### config.mk
export PLATFORM = sky130hd
export DESIGN_NAME = trap_sequencer_flat
export DESIGN_NICKNAME = d
export VERILOG_FILES = /design/src/rtl/trap_sequencer_pkg.sv /design/src/rtl/trap_sequencer_if.sv /design/src/rtl/trap_sequencer_carry_pipe.sv /design/src/rtl/trap_sequencer.sv /design/src/flat_wrapper.sv
export SDC_FILE = /design/constraint.sdc
export NUM_CORES = 1
export LEC_CHECK = 0
export BUFFER_PORTS_ARGS = -buffer_cell sky130_fd_sc_hd__buf_2
export CAP_MARGIN = 15
export CORE_AREA = 10 10 156 216
export CTS_CLUSTER_DIAMETER = 200
export DETAILED_ROUTE_END_ITERATION = 10
export DIE_AREA = 0 0 166 226
export PLACE_DENSITY = 0.71
export SLEW_MARGIN = 20
export SYNTH_ARGS = -nofsm -noshare
export SYNTH_HDL_FRONTEND = slang
export SYNTH_SLANG_ARGS = --single-unit
### constraint.sdc
create_clock -name i_clk -period 26.4 [get_ports i_clk]
set_input_delay 7.92 -clock i_clk [delete_from_list [all_inputs] [get_ports i_clk]]
set_output_delay 7.92 -clock i_clk [all_outputs]
set_load 0.01 [all_outputs]
### src/rtl/trap_sequencer_pkg.sv
// Shared constants for the trap sequencer: CSR addresses, privilege levels,
// exception codes, FSM state encoding and the mtval source selection.
package trap_sequencer_pkg;

  localparam int XLEN_32b = 1;
  localparam int XLEN_64b = 2;

  localparam logic [11:0] CSR_MEPC   = 12'h341;
  localparam logic [11:0] CSR_MCAUSE = 12'h342;
  localparam logic [11:0] CSR_MTVAL  = 12'h343;

  localparam logic [1:0] PRIV_USER    = 2'b00;
  localparam logic [1:0] PRIV_MACHINE = 2'b11;

  localparam logic [3:0] E_INSTR_ADDR_MISALIGNED = 4'd0;
  localparam logic [3:0] E_INSTR_ACCESS_FAULT    = 4'd1;
  localparam logic [3:0] E_ILLEGAL_INSTR         = 4'd2;
  localparam logic [3:0] E_BREAKPOINT            = 4'd3;
  localparam logic [3:0] E_LOAD_ADDR_MISALIGNED  = 4'd4;
  localparam logic [3:0] E_LOAD_ACCESS_FAULT     = 4'd5;
  localparam logic [3:0] E_STORE_ADDR_MISALIGNED = 4'd6;
  localparam logic [3:0] E_STORE_ACCESS_FAULT    = 4'd7;
  localparam logic [3:0] E_ECALL                 = 4'd8;
  localparam logic [3:0] NO_E                    = 4'hF;

  typedef enum logic [2:0] {
    ST_IDLE    = 3'd0,
    ST_W_EPC   = 3'd1,
    ST_W_CAUSE = 3'd2,
    ST_W_TVAL  = 3'd3,
    ST_JUMP    = 3'd4,
    ST_MRET    = 3'd5
  } trap_state_e;

  typedef enum logic [1:0] {
    TVAL_FROM_PC,
    TVAL_FROM_ADDR,
    TVAL_ZERO
  } tval_src_e;

  // Fetch-side faults report the faulting PC; memory faults report the data address.
  function automatic tval_src_e tval_source(input logic [3:0] code);
    case (code)
      E_INSTR_ADDR_MISALIGNED, E_INSTR_ACCESS_FAULT,
      E_ILLEGAL_INSTR, E_BREAKPOINT:                   return TVAL_FROM_PC;
      E_LOAD_ADDR_MISALIGNED, E_LOAD_ACCESS_FAULT,
      E_STORE_ADDR_MISALIGNED, E_STORE_ACCESS_FAULT:   return TVAL_FROM_ADDR;
      default:                                          return TVAL_ZERO;
    endcase
  endfunction

endpackage

### src/rtl/trap_sequencer_if.sv
// Pipeline/CSR-side signal bundle of the trap sequencer; the sequencer
// uses the slave modport, the pipeline and CSR file use the master modport.
interface trap_sequencer_if #(parameter int W = 64);

  logic         i_stall;
  logic         i_flush_ext;
  logic [3:0]   i_exception_code_f;
  logic [W-1:0] i_pc_f;
  logic [3:0]   i_exception_code_e;
  logic [W-1:0] i_alu_out_e;
  logic         i_mret_e;
  logic [W-1:0] i_mtvec;
  logic [W-1:0] i_mepc;

  logic         o_flush;
  logic         o_csr_we;
  logic [11:0]  o_csr_addr;
  logic [W-1:0] o_csr_wdata;
  logic         o_pc_redirect_en;
  logic [W-1:0] o_pc_redirect;
  logic [1:0]   o_current_privilege;
  logic         o_trap_busy;

  modport master (
    output i_stall, i_flush_ext, i_exception_code_f, i_pc_f, i_exception_code_e,
           i_alu_out_e, i_mret_e, i_mtvec, i_mepc,
    input  o_flush, o_csr_we, o_csr_addr, o_csr_wdata, o_pc_redirect_en,
           o_pc_redirect, o_current_privilege, o_trap_busy
  );

  modport slave (
    input  i_stall, i_flush_ext, i_exception_code_f, i_pc_f, i_exception_code_e,
           i_alu_out_e, i_mret_e, i_mtvec, i_mepc,
    output o_flush, o_csr_we, o_csr_addr, o_csr_wdata, o_pc_redirect_en,
           o_pc_redirect, o_current_privilege, o_trap_busy
  );

endinterface

### src/rtl/trap_sequencer_carry_pipe.sv
// Exception_Carry_Pipe: carries the fetch exception code and PC through the
// D and E slots, holding on stall and clearing on flush.
module exception_carry_pipe
  import trap_sequencer_pkg::*;
#(
  parameter int W = 64
) (
  input  logic         i_clk,
  input  logic         i_rst,
  input  logic         i_stall,
  input  logic         i_flush,
  input  logic [3:0]   i_code_f,
  input  logic [W-1:0] i_pc_f,
  output logic [3:0]   o_code_e,
  output logic [W-1:0] o_pc_e
);

  logic [3:0]   d_code_q, d_code_d, e_code_q, e_code_d;
  logic [W-1:0] d_pc_q, d_pc_d, e_pc_q, e_pc_d;

  // Flush outranks stall so a killed instruction cannot linger in a held slot.
  always_comb begin
    d_code_d = d_code_q;
    d_pc_d   = d_pc_q;
    e_code_d = e_code_q;
    e_pc_d   = e_pc_q;
    if (i_flush) begin
      d_code_d = NO_E;
      d_pc_d   = '0;
      e_code_d = NO_E;
      e_pc_d   = '0;
    end else if (!i_stall) begin
      d_code_d = i_code_f;
      d_pc_d   = i_pc_f;
      e_code_d = d_code_q;
      e_pc_d   = d_pc_q;
    end
  end

  always_ff @(posedge i_clk or posedge i_rst) begin
    if (i_rst) begin
      d_code_q <= NO_E;
      d_pc_q   <= '0;
      e_code_q <= NO_E;
      e_pc_q   <= '0;
    end else begin
      d_code_q <= d_code_d;
      d_pc_q   <= d_pc_d;
      e_code_q <= e_code_d;
      e_pc_q   <= e_pc_d;
    end
  end

  assign o_code_e = e_code_q;
  assign o_pc_e   = e_pc_q;

endmodule

### src/rtl/trap_sequencer.sv
// Trap entry / MRET sequencer: detects an E-stage exception, writes
// mepc/mcause/mtval over three cycles, then redirects to mtvec.
module trap_sequencer
  import trap_sequencer_pkg::*;
#(
  parameter int XLEN = XLEN_64b
) (
  input  logic i_clk,
  input  logic i_rst,
  trap_sequencer_if.slave bus
);

  localparam int W = 1 << (XLEN + 4);

  trap_state_e  state_q, state_d;
  logic [3:0]   code_q, code_d;
  logic [W-1:0] epc_q, epc_d, tval_q, tval_d;
  logic [1:0]   priv_q, priv_d, mpp_q, mpp_d;

  logic [3:0]   carry_code_e, eff_code;
  logic [W-1:0] carry_pc_e;
  logic         detect, pipe_flush;

  logic         flush, csr_we, redirect_en, busy;
  logic [11:0]  csr_addr;
  logic [W-1:0] csr_wdata, redirect;

  exception_carry_pipe #(.W(W)) u_carry (
    .i_clk    (i_clk),
    .i_rst    (i_rst),
    .i_stall  (bus.i_stall),
    .i_flush  (pipe_flush),
    .i_code_f (bus.i_exception_code_f),
    .i_pc_f   (bus.i_pc_f),
    .o_code_e (carry_code_e),
    .o_pc_e   (carry_pc_e)
  );

  // A fetch fault carried with the instruction beats anything raised in E.
  assign eff_code   = (carry_code_e != NO_E) ? carry_code_e : bus.i_exception_code_e;
  assign detect     = !i_rst && (state_q == ST_IDLE) && (eff_code != NO_E);
  assign pipe_flush = flush || bus.i_flush_ext;

  always_comb begin
    state_d = state_q;
    code_d  = code_q;
    epc_d   = epc_q;
    tval_d  = tval_q;
    priv_d  = priv_q;
    mpp_d   = mpp_q;
    case (state_q)
      ST_IDLE: begin
        if (detect) begin
          state_d = ST_W_EPC;
          code_d  = eff_code;
          epc_d   = carry_pc_e;
          case (tval_source(eff_code))
            TVAL_FROM_PC:   tval_d = carry_pc_e;
            TVAL_FROM_ADDR: tval_d = bus.i_alu_out_e;
            default:        tval_d = '0;
          endcase
        end else if (bus.i_mret_e) begin
          state_d = ST_MRET;
        end
      end
      ST_W_EPC:   state_d = ST_W_CAUSE;
      ST_W_CAUSE: state_d = ST_W_TVAL;
      ST_W_TVAL:  state_d = ST_JUMP;
      ST_JUMP: begin
        mpp_d   = priv_q;
        priv_d  = PRIV_MACHINE;
        state_d = ST_IDLE;
      end
      ST_MRET: begin
        priv_d  = mpp_q;
        mpp_d   = PRIV_USER;
        state_d = ST_IDLE;
      end
      default: state_d = ST_IDLE;
    endcase
  end

  always_comb begin
    flush       = detect;
    busy        = 1'b0;
    csr_we      = 1'b0;
    csr_addr    = '0;
    csr_wdata   = '0;
    redirect_en = 1'b0;
    redirect    = '0;
    if (state_q != ST_IDLE) begin
      flush = 1'b1;
      busy  = 1'b1;
    end
    case (state_q)
      ST_W_EPC:   begin csr_we = 1'b1; csr_addr = CSR_MEPC;   csr_wdata = epc_q; end
      ST_W_CAUSE: begin csr_we = 1'b1; csr_addr = CSR_MCAUSE; csr_wdata = {{(W-4){1'b0}}, code_q}; end
      ST_W_TVAL:  begin csr_we = 1'b1; csr_addr = CSR_MTVAL;  csr_wdata = tval_q; end
      ST_JUMP:    begin redirect_en = 1'b1; redirect = bus.i_mtvec; end
      ST_MRET:    begin redirect_en = 1'b1; redirect = bus.i_mepc; end
      default:    ;
    endcase
  end

  always_ff @(posedge i_clk or posedge i_rst) begin
    if (i_rst) begin
      state_q <= ST_IDLE;
      code_q  <= '0;
      epc_q   <= '0;
      tval_q  <= '0;
      priv_q  <= PRIV_MACHINE;
      mpp_q   <= PRIV_USER;
    end else begin
      state_q <= state_d;
      code_q  <= code_d;
      epc_q   <= epc_d;
      tval_q  <= tval_d;
      priv_q  <= priv_d;
      mpp_q   <= mpp_d;
    end
  end

  assign bus.o_flush             = flush;
  assign bus.o_trap_busy         = busy;
  assign bus.o_csr_we            = csr_we;
  assign bus.o_csr_addr          = csr_addr;
  assign bus.o_csr_wdata         = csr_wdata;
  assign bus.o_pc_redirect_en    = redirect_en;
  assign bus.o_pc_redirect       = redirect;
  assign bus.o_current_privilege = priv_q;

endmodule

### src/flat_wrapper.sv
// flat-port wrapper written by rule: the top's interface ports become plain ports
module trap_sequencer_flat import trap_sequencer_pkg::*;
#(
  parameter int XLEN = XLEN_64b
)
  (i_clk, i_rst, bus_i_stall, bus_i_flush_ext, bus_i_exception_code_f, bus_i_pc_f, bus_i_exception_code_e, bus_i_alu_out_e, bus_i_mret_e, bus_i_mtvec, bus_i_mepc, bus_o_flush, bus_o_csr_we, bus_o_csr_addr, bus_o_csr_wdata, bus_o_pc_redirect_en, bus_o_pc_redirect, bus_o_current_privilege, bus_o_trap_busy);
  trap_sequencer_if #(.W((64))) bus_i ();
  input  logic i_clk;
  input  logic i_rst;
  input wire logic [$bits(bus_i.i_stall)-1:0] bus_i_stall;
  input wire logic [$bits(bus_i.i_flush_ext)-1:0] bus_i_flush_ext;
  input wire logic [$bits(bus_i.i_exception_code_f)-1:0] bus_i_exception_code_f;
  input wire logic [$bits(bus_i.i_pc_f)-1:0] bus_i_pc_f;
  input wire logic [$bits(bus_i.i_exception_code_e)-1:0] bus_i_exception_code_e;
  input wire logic [$bits(bus_i.i_alu_out_e)-1:0] bus_i_alu_out_e;
  input wire logic [$bits(bus_i.i_mret_e)-1:0] bus_i_mret_e;
  input wire logic [$bits(bus_i.i_mtvec)-1:0] bus_i_mtvec;
  input wire logic [$bits(bus_i.i_mepc)-1:0] bus_i_mepc;
  output wire logic [$bits(bus_i.o_flush)-1:0] bus_o_flush;
  output wire logic [$bits(bus_i.o_csr_we)-1:0] bus_o_csr_we;
  output wire logic [$bits(bus_i.o_csr_addr)-1:0] bus_o_csr_addr;
  output wire logic [$bits(bus_i.o_csr_wdata)-1:0] bus_o_csr_wdata;
  output wire logic [$bits(bus_i.o_pc_redirect_en)-1:0] bus_o_pc_redirect_en;
  output wire logic [$bits(bus_i.o_pc_redirect)-1:0] bus_o_pc_redirect;
  output wire logic [$bits(bus_i.o_current_privilege)-1:0] bus_o_current_privilege;
  output wire logic [$bits(bus_i.o_trap_busy)-1:0] bus_o_trap_busy;
  assign bus_i.i_stall = bus_i_stall;
  assign bus_i.i_flush_ext = bus_i_flush_ext;
  assign bus_i.i_exception_code_f = bus_i_exception_code_f;
  assign bus_i.i_pc_f = bus_i_pc_f;
  assign bus_i.i_exception_code_e = bus_i_exception_code_e;
  assign bus_i.i_alu_out_e = bus_i_alu_out_e;
  assign bus_i.i_mret_e = bus_i_mret_e;
  assign bus_i.i_mtvec = bus_i_mtvec;
  assign bus_i.i_mepc = bus_i_mepc;
  assign bus_o_flush = bus_i.o_flush;
  assign bus_o_csr_we = bus_i.o_csr_we;
  assign bus_o_csr_addr = bus_i.o_csr_addr;
  assign bus_o_csr_wdata = bus_i.o_csr_wdata;
  assign bus_o_pc_redirect_en = bus_i.o_pc_redirect_en;
  assign bus_o_pc_redirect = bus_i.o_pc_redirect;
  assign bus_o_current_privilege = bus_i.o_current_privilege;
  assign bus_o_trap_busy = bus_i.o_trap_busy;
  trap_sequencer #(.XLEN(XLEN)) u_core (.i_clk(i_clk), .i_rst(i_rst), .bus(bus_i));
endmodule
==> results of run 1 <==
## how the worst min path moves through the flow
stage | slack, ps | from | cells past startpoint | endpoint
floorplan | 450 | u_core.epc_q[10] | 2 | u_core.epc_q[10]
global placement | 460 | u_core.epc_q[25] | 2 | u_core.epc_q[25]
detailed placement | 460 | u_core.epc_q[47] | 2 | u_core.epc_q[47]
CTS | 470 | u_core.u_carry.o_pc_e[27] | 2 | u_core.epc_q[27]
global route | 500 | u_core.epc_q[62] | 2 | u_core.epc_q[62]
finish | 470 | u_core.epc_q[61] | 2 | u_core.epc_q[61]
## stage by stage
stage               power [mW]  hold WS [ps]  setup WS [ps]  cell area (µm²)  instances
floorplan                0.827           445           9640            13200       1308
global placement         0.981           456           9090            15400       2002
detailed placement       0.991           461           9090            15400       2002
CTS                       1.42           473           9060            16400       2050
global route              1.47           497           8930            16400       2052
finish                    1.40           472           9030            16400       2054
## power by group through the flow
stage | combinational [mW] | sequential [mW] | clock, mW
2_1_floorplan | 0.312 | 0.515 | 0
3_3_place_gp | 0.440 | 0.541 | 0
3_5_place_dp | 0.447 | 0.544 | 0
4_1_cts | 0.447 | 0.537 | 0.432
5_1_grt | 0.480 | 0.544 | 0.449
6_report | 0.442 | 0.538 | 0.425
## cells by family after synthesis
group	count (synthesis)	share of synthesized area [%]
xor+xnor	1	0.0663
mux	256	19.4
other cells	1	0.0284
compound gates	95	6.42
flops	275	52.2
simple gates	557	17.7
buf+inv	117	4.24
## cell usage after synthesis
| cell type | number |
|---|---|
| a21boi_1 | 1 |
| nor2_1 | 269 |
| inv_1 | 5 |
| or3_1 | 1 |
| conb_1 | 1 |
| a21oi_1 | 8 |
| buf_2 | 31 |
| o21ai_2 | 1 |
| buf_4 | 12 |
| mux2i_1 | 256 |
| o31ai_2 | 1 |
| dfstp_2 | 10 |
| and2_1 | 1 |
| nand4b_1 | 2 |
| nor2b_1 | 9 |
| a221o_1 | 64 |
| and3_1 | 64 |
| clkinv_1 | 1 |
| a211o_1 | 8 |
| nand3b_1 | 2 |
| nand2b_1 | 5 |
| o21ai_0 | 8 |
| nand3_1 | 1 |
| dfrtp_1 | 265 |
| buf_6 | 5 |
| clkbuf_1 | 58 |
| a31oi_1 | 2 |
| nand2_1 | 198 |
| xnor2_1 | 1 |
| nand4_1 | 1 |
| o22ai_1 | 1 |
| o31a_2 | 1 |
| nor4_4 | 1 |
| buf_1 | 5 |
| nor3_1 | 3 |
## worst reg2reg max path: cells and delay by family, from the launching register on
family                 cells  cell delay (ps)
AOI/OAI and AO/OA          2              770
buffers and inverters      1              710
and+or+nand+nor            2              960
DFF                        1              740
## sequential cells by signal, summed over array words and instances, names as in the netlist
signal / flops
u_core.state_q: 3
u_core.code_q: 4
u_core.u_carry.o_pc_e: 64
u_core.epc_q: 64
u_core.u_carry.d_code_q: 4
u_core.bus.o_current_privilege: 2
u_core.tval_q: 64
u_core.u_carry.o_code_e: 4
u_core.u_carry.d_pc_q: 64
u_core.mpp_q: 2
## final cells by class
type                    count  share of cell area [%]
flip-flops and latches    275                    42.1
well taps                 385                    2.94
repair buffers            420                    13.1
clock buffers              37                    4.78
clock inverters            11                    1.18
inverters                   6                   0.214
multi-input cells         916                    35.6
diodes                      4                  0.0611
## layer usage
layer / vias up / routed length (µm) / global-route usage (%)
li1: 5113 / - / -
met1: 5479 / 18700 / 29.0
met2: 459 / 21700 / 37.4
met3: 53 / 5870 / 12.0
met4: 8 / 783 / 6.27
met5: - / 47 / 0
==> metrics.cfg, run 1 <==
[layout]
seq_area_um2 = 6900
drive_above_1_share_pct = 29.2
area_growth_pct = 23.9
mostFrequentLayoutCells = buf_2 (406), nor2_1 (269), dfrtp_1 (263)
nets = 1915
nFillCells = 2718
post-route-util_pct = 55.0
final_common_cell = buf_2
multi_input_area_um2 = 5830

[yosys]
netlist.top_cell.by_area = dfrtp_1
synth.area.top_cells = dfrtp_1 (50%), mux2i_1 (19%), nor2_1 (7.6%), nand2_1 (5.6%), a221o_1 (4.8%)
syn_area_per_cell_um2 = 10.1
yosysSeqAreaShare_pct = 52.2
syn-cell-area_um2 = 13200
yosys_warnings = 0
yosysUniqueCellTypes = 35
synthCells = 1302
netlist.area_leader.share_pct = 50.2
ys_seq_elements = 275

[floorplan]
core-area_um2 = 29700
core.rowCount = 75
die_h_um = 226
die_w_um = 166
die-area_um2 = 37500
pin_count = 415
initial_core_util_pct = 44.4

[drt]
drt_iter0_drc = 732
routed_wl_um = 47100
drc = 0
dr_total_vias = 11100
avgRoutedWirePerCell_um = 23.0
drt_pre_antenna_iters = 5
via_per_inst = 5.41
postRouteAntennaNets = 0

[setup_path]
reg2reg_to = u_core.tval_q[16]
slowest_delay_ps = 590
crit_type = primary input to output pin
end_kind = output pin
cp_num_buf_inv = 3
crit_fanout = 63
setup.worst_path.start_class = primary input
worstPathRequired_ps = 18480
crit_start = bus_i_exception_code_e[1]
r2r_cells = 5
crit_path_top_delay_cell = buf_4
cp-endpoint = bus_o_flush
crit-reg2reg-launch = u_core.state_q[1]
path_cells = buf_2 -> nand4_1 -> o31ai_4 -> buf_4 -> nand2b_1 -> buf_2
cp_top_family = buffers and inverters
path_depth = 6
cp.arrival_ps = 9450
cp_common_cell = buf_2
reg2reg_slack_ps = 23140

[power_and_ir_drop]
leakage_nw = 8.99
comb_power_share_pct = 31.5
power_frac_seq_pct = 38.3
power.density_nw_per_um2 = 85.8
p_clk_share_pct = 30.2
netSwitchingPower_mw = 0.495
switching_share_pct = 35.3
p_int_mw = 0.909
vdd_ir_drop_max_mv = 0.0494

[clock_network]
post_cts_resized = 0
clkTransAtPathRegs_ps = 60
cts.sinks = 275
cts_root_buf = clkbuf_16
cts_buffers = 27
cts_tree = done
clock_path_buffers = 3
post_cts_buffers = 0
holdBufCountCts = 0
clkLatencyLatePin_ps = 560
htree_levels = 1

[flow_run]
cap_violations = 0

[sta]
skew_ps = 30.3
hold_viol = 0
rsz0062_at_grt = false
layout_min_cycle_time_ps = 17370
worstMarginPinSlew_ps = 1130
finalSetupViolations = 0
min_period_over_period_pct = 65.8
final_max_slew_viol_count = 0
maxSlewHeadroom_pct = 24.3
fmax_mhz = 57.6
timing.setup.tns_ps = 0

[grt]
track_usage_pct = 24.0
overflow = 0
grt_pass1_wl_um = 70500
grt_max_degree = 156
grt_pass1_vias = 11200
antenna_found_initial = 9

[hold_path]
min-delay-path-class = register to register

[place]
hpwlAfterDp_um = 33500
place.gp.congestion = 0.943
portBuffers = 407

[status]
status = completed

No activity file was read; power rests on OpenSTA's default activity.
==> run 2: changes to the inputs <==
clock period = 17.53 ns   (was 26.4 ns; I/O delays follow)
==> metrics.cfg, run 2 (synthesis gave the netlist of run 1 again) <==
[place]
portBuffers = 407  ; unchanged
hpwlAfterDp_um = 33300  ; -0.66%
place.gp.congestion = 0.953  ; +1.0%
placed_area_um2 = 15400  ; unchanged

[drt]
routed_wl_um = 47000  ; -0.37%
drt_pre_antenna_iters = 5  ; unchanged
postRouteAntennaNets = 0  ; unchanged
avgRoutedWirePerCell_um = 22.9  ; -0.32%
drc = 0  ; unchanged
drt_iter0_drc = 798  ; +9.0%
via_per_inst = 5.37  ; -0.81%
dr_total_vias = 11000  ; -0.85%

[grt]
grt_pass1_vias = 11300  ; +1.3%
antenna_found_initial = 8  ; -1
grt_max_degree = 139  ; -11%
grt_pass1_wl_um = 70400  ; -0.27%
overflow = 0  ; unchanged
track_usage_pct = 23.9  ; -0.065 points

[setup_path]
cp_top_family = buffers and inverters
worstPathRequired_ps = 12270  ; -6210 ps
crit-reg2reg-launch = u_core.state_q[1]
crit_path_top_delay_cell = buf_4
end_kind = output pin
crit_fanout = 63  ; unchanged
cp_num_buf_inv = 3  ; unchanged
reg2reg_to = u_core.tval_q[16]
crit_type = primary input to output pin
r2r_cells = 5  ; unchanged
cp_common_cell = buf_2
reg2reg_slack_ps = 14320  ; -8820 ps
cp.arrival_ps = 6810  ; -2640 ps
path_cells = buf_2 -> nand4_1 -> o31ai_4 -> buf_4 -> nand2b_1 -> buf_2
setup.worst_path.start_class = primary input
slowest_delay_ps = 590  ; about the same

[sta]
finalSetupViolations = 0  ; unchanged
rsz0062_at_grt = false
maxSlewHeadroom_pct = 22.9  ; -1.5 points
layout_min_cycle_time_ps = 12070
skew_ps = 21.6  ; -8.63 ps
hold_viol = 0  ; unchanged
min_period_over_period_pct = 68.8
fmax_mhz = 82.9
final_max_slew_viol_count = 0  ; unchanged
worstMarginPinSlew_ps = 1160  ; +22.3 ps
timing.setup.tns_ps = 0  ; unchanged

[flow_run]
cap_violations = 0  ; unchanged

[floorplan]
die_h_um = 226  ; unchanged
die_w_um = 166  ; unchanged
core-area_um2 = 29700  ; unchanged
pin_count = 415  ; unchanged
core.rowCount = 75  ; unchanged
initial_core_util_pct = 44.4  ; unchanged
die-area_um2 = 37500  ; unchanged

[layout]
final_area_um2 = 16300  ; -0.69%
final_common_cell = buf_2
area_growth_pct = 23.1
drive_above_1_share_pct = 29.2  ; +0.043 points
nets = 1915  ; unchanged
mostFrequentLayoutCells = buf_2 (406), nor2_1 (269), dfrtp_1 (263)

[clock_network]
clkLatencyLatePin_ps = 550  ; about the same
clock_path_buffers = 3  ; unchanged
cts_tree = done
clkTransAtPathRegs_ps = 60  ; about the same
cts_root_buf = clkbuf_16
post_cts_resized = 0  ; unchanged
cts.sinks = 275  ; unchanged
htree_levels = 1  ; unchanged
cts_buffers = 27  ; unchanged
holdBufCountCts = 0  ; unchanged
post_cts_buffers = 0  ; unchanged

[hold_path]
hold_end = u_core.epc_q[20]
min_path_cells = 2  ; unchanged
min_from = u_core.epc_q[20]
min-delay-path-class = register to register

[status]
status = completed

[power_and_ir_drop]
power.density_nw_per_um2 = 126  ; +47%
leakage_nw = 8.95  ; -0.43%
total_power_mw = 2.05  ; +46%
vdd_ir_drop_max_mv = 0.0810  ; +64%

==> run 2: cell count changes in the layout (fill, tap and decap cells not counted), sizes merged <==
| cell | previous run | this run |
|---|---|---|
| bufinv | 5 | 1 |
| clkinv | 4 | 10 |
| clkinvlp | 2 | 1 |
| diode | 4 | 2 |
==> run 2: worst max path at each step <==
stage | startpoint | to | slack [ps] | cells after the start
CTS | bus_i_exception_code_e[2] | bus_o_flush | 5510 | 6
global route | bus_i_exception_code_e[2] | bus_o_flush | 5350 | 6
detailed placement | bus_i_exception_code_e[2] | bus_o_flush | 5520 | 6
global placement | bus_i_exception_code_e[2] | bus_o_flush | 5550 | 6
finish | bus_i_exception_code_e[2] | bus_o_flush | 5460 | 6
floorplan | i_rst | u_core.code_q[0] | 4710 | 1
==> run 2: layout make-up <==
class | count | area, µm²
Antenna cell | 2 | 5.00
Clock buffer | 37 | 783
Clock inverter | 12 | 91.3
Fill cell | 2728 | 13500
Inverter | 6 | 30.0
Multi-Input combinational cell | 916 | 5820
Sequential cell | 275 | 6900
Tap cell | 385 | 482
Timing Repair Buffer | 420 | 2150
==> run 2: report_power, final <==
group	leakage, nW	total (mW)	switching (mW)	internal, mW
Combinational	4.76	0.664	0.408	0.256
Sequential	3.75	0.810	0.0828	0.727
Clock	0.441	0.579	0.252	0.327
==> run 2: per-layer routing <==
| layer | part of all wire [%] | global-route usage, % |
|---|---|---|
| met5 | 0.10 | 0 |
| met4 | 1.7 | 5.93 |
| met3 | 12 | 11.7 |
| met2 | 46 | 37.4 |
| met1 | 40 | 29.0 |
==> run 2: worst min-delay path: cells and delay by family, from the launching register on <==
family	cells	cell delay (ps)
AND/OR/NAND/NOR	2	100
flip-flops	1	340
==> run 2: metrics by stage <==
stage               util, %  hold slack [ps]  cells  setup slack (ps)
detailed placement     51.7              462   2002              5520
floorplan                 -              445   1308              4710
CTS                    54.6              477   2051              5510
global placement       51.7              458   2002              5550
finish                 54.7              473   2053              5460
global route           54.7              496   2052              5350
==> run 3: changes to the inputs <==
clock period = 11.8 ns   (was 17.53 ns; I/O delays follow)
==> metrics.cfg, run 3 (synthesis gave the netlist of run 1 again) <==
[setup_path]
cp_top_family = buffers and inverters
crit-reg2reg-launch = u_core.state_q[1]
cp_common_cell = buf_2
worstPathRequired_ps = 8260  ; -4010 ps
end_kind = output pin
reg2reg_slack_ps = 8550  ; -5770 ps
cp_num_buf_inv = 3  ; unchanged
cp.arrival_ps = 5150  ; -1660 ps
path_cells = buf_2 -> nand4_1 -> o31ai_4 -> buf_4 -> nand2b_1 -> buf_2
setup.worst_path.start_class = primary input
crit_fanout = 63  ; unchanged
reg2reg_to = u_core.tval_q[16]
crit_path_top_delay_cell = buf_4
r2r_cells = 5  ; unchanged
slowest_delay_ps = 600  ; about the same
crit_type = primary input to output pin

[clock_network]
htree_levels = 1  ; unchanged
cts_root_buf = clkbuf_16
clkLatencyLatePin_ps = 540  ; about the same
clkTransAtPathRegs_ps = 50  ; about the same
post_cts_buffers = 0  ; unchanged
cts_tree = done
post_cts_resized = 0  ; unchanged
cts.sinks = 275  ; unchanged
holdBufCountCts = 0  ; unchanged
clock_path_buffers = 3  ; unchanged
cts_buffers = 28  ; +3.7%

[drt]
dr_total_vias = 11000  ; +0.15%
via_per_inst = 5.36  ; about the same
drt_pre_antenna_iters = 5  ; unchanged
drt_iter0_drc = 830  ; +4.0%
routed_wl_um = 46800  ; -0.28%
postRouteAntennaNets = 0  ; unchanged
drc = 0  ; unchanged
avgRoutedWirePerCell_um = 22.8  ; -0.53%

[sta]
final_max_slew_viol_count = 0  ; unchanged
hold_viol = 0  ; unchanged
min_period_over_period_pct = 73.6
skew_ps = 10.3  ; -11.4 ps
layout_min_cycle_time_ps = 8690
finalSetupViolations = 0  ; unchanged
timing.setup.tns_ps = 0  ; unchanged
worstMarginPinSlew_ps = 932  ; -225 ps
rsz0062_at_grt = false
maxSlewHeadroom_pct = 37.9  ; +15 points
setup_slack_ps = 3110  ; -2350 ps
fmax_mhz = 115
holdWs_ps = 473  ; +0.225 ps

[hold_path]
hold_end = u_core.epc_q[33]
min-delay-path-class = register to register
min_from = u_core.epc_q[33]
min_path_cells = 2  ; unchanged

[grt]
grt_max_degree = 158  ; +14%
grt_pass1_vias = 11300  ; -0.61%
grt_pass1_wl_um = 70000  ; -0.47%
antenna_found_initial = 8  ; unchanged
track_usage_pct = 23.8  ; -0.15 points
overflow = 0  ; unchanged

[floorplan]
pin_count = 415  ; unchanged
die_w_um = 166  ; unchanged
initial_core_util_pct = 44.4  ; unchanged
die_h_um = 226  ; unchanged
core-area_um2 = 29700  ; unchanged
die-area_um2 = 37500  ; unchanged
core.rowCount = 75  ; unchanged

[power_and_ir_drop]
leakage_nw = 9.00  ; +0.48%
vdd_ir_drop_max_mv = 0.123  ; +51%
power.density_nw_per_um2 = 189  ; +50%
total_power_mw = 3.09  ; +51%

[place]
portBuffers = 407  ; unchanged
hpwlAfterDp_um = 33200  ; -0.38%
place.gp.congestion = 0.952  ; about the same
pre_cts_ws_ps = 3210  ; -2310 ps

[flow_run]
cap_violations = 0  ; unchanged

[layout]
seq_area_um2 = 6900  ; unchanged
drive_above_1_share_pct = 29.3  ; +0.11 points
multi_input_area_um2 = 5830  ; about the same
mostFrequentLayoutCells = buf_2 (406), nor2_1 (269), dfrtp_1 (263)
nFillCells = 2707  ; -0.77%
nets = 1917  ; +0.10%
area_growth_pct = 23.9
final_common_cell = buf_2

[status]
status = completed

-- run 3: worst register-to-register path, cell delays in order (launching register included) --
cell	delay [ps]
dfrtp_4	750
nor4_4	580
o31a_4	650
buf_4	670
and3_1	410
a221o_1	120
-- run 3: routing by layer --
metal | global-route usage (%) | share of wire (%) | routed length [µm]
met5 | 0 | 0.090 | 42
met4 | 5.33 | 1.6 | 736
met3 | 12.5 | 13 | 6280
met2 | 37.4 | 46 | 21700
met1 | 28.4 | 39 | 18100
-- run 3: worst max path at each step --
stage	slack, ps	cells past startpoint	to	from
3_5_place_dp	3210	6	bus_o_flush	bus_i_exception_code_e[2]
6_report	3110	6	bus_o_flush	bus_i_exception_code_e[2]
5_1_grt	3050	6	bus_o_flush	bus_i_exception_code_e[2]
2_1_floorplan	700	1	u_core.code_q[0]	i_rst
3_3_place_gp	3270	6	bus_o_flush	bus_i_exception_code_e[2]
4_1_cts	3190	6	bus_o_flush	bus_i_exception_code_e[2]
-- run 3: cell type report --
class                           count  share of cell area [%]
Multi-Input combinational cell    916                    35.6
Timing Repair Buffer              421                    13.2
Clock inverter                     10                   0.535
Antenna cell                        3                  0.0459
Sequential cell                   275                    42.2
Tap cell                          385                    2.94
Inverter                            6                   0.214
Clock buffer                       42                    5.28
-- run 3: report_power, final --
| part | switching [mW] | total (mW) | internal [mW] |
|---|---|---|---|
| logic | 0.605 | 0.985 | 0.381 |
| registers | 0.123 | 1.20 | 1.08 |
| clock network | 0.375 | 0.903 | 0.528 |
| total | 1.10 | 3.09 | 1.99 |
-- run 3: through the flow --
step / cells / cell area [µm²] / util [%]
floorplan: 1308 / 13200 / -
global placement: 2002 / 15400 / 51.7
detailed placement: 2002 / 15400 / 51.7
CTS: 2054 / 16300 / 54.9
global route: 2056 / 16400 / 55.0
finish: 2058 / 16400 / 55.0
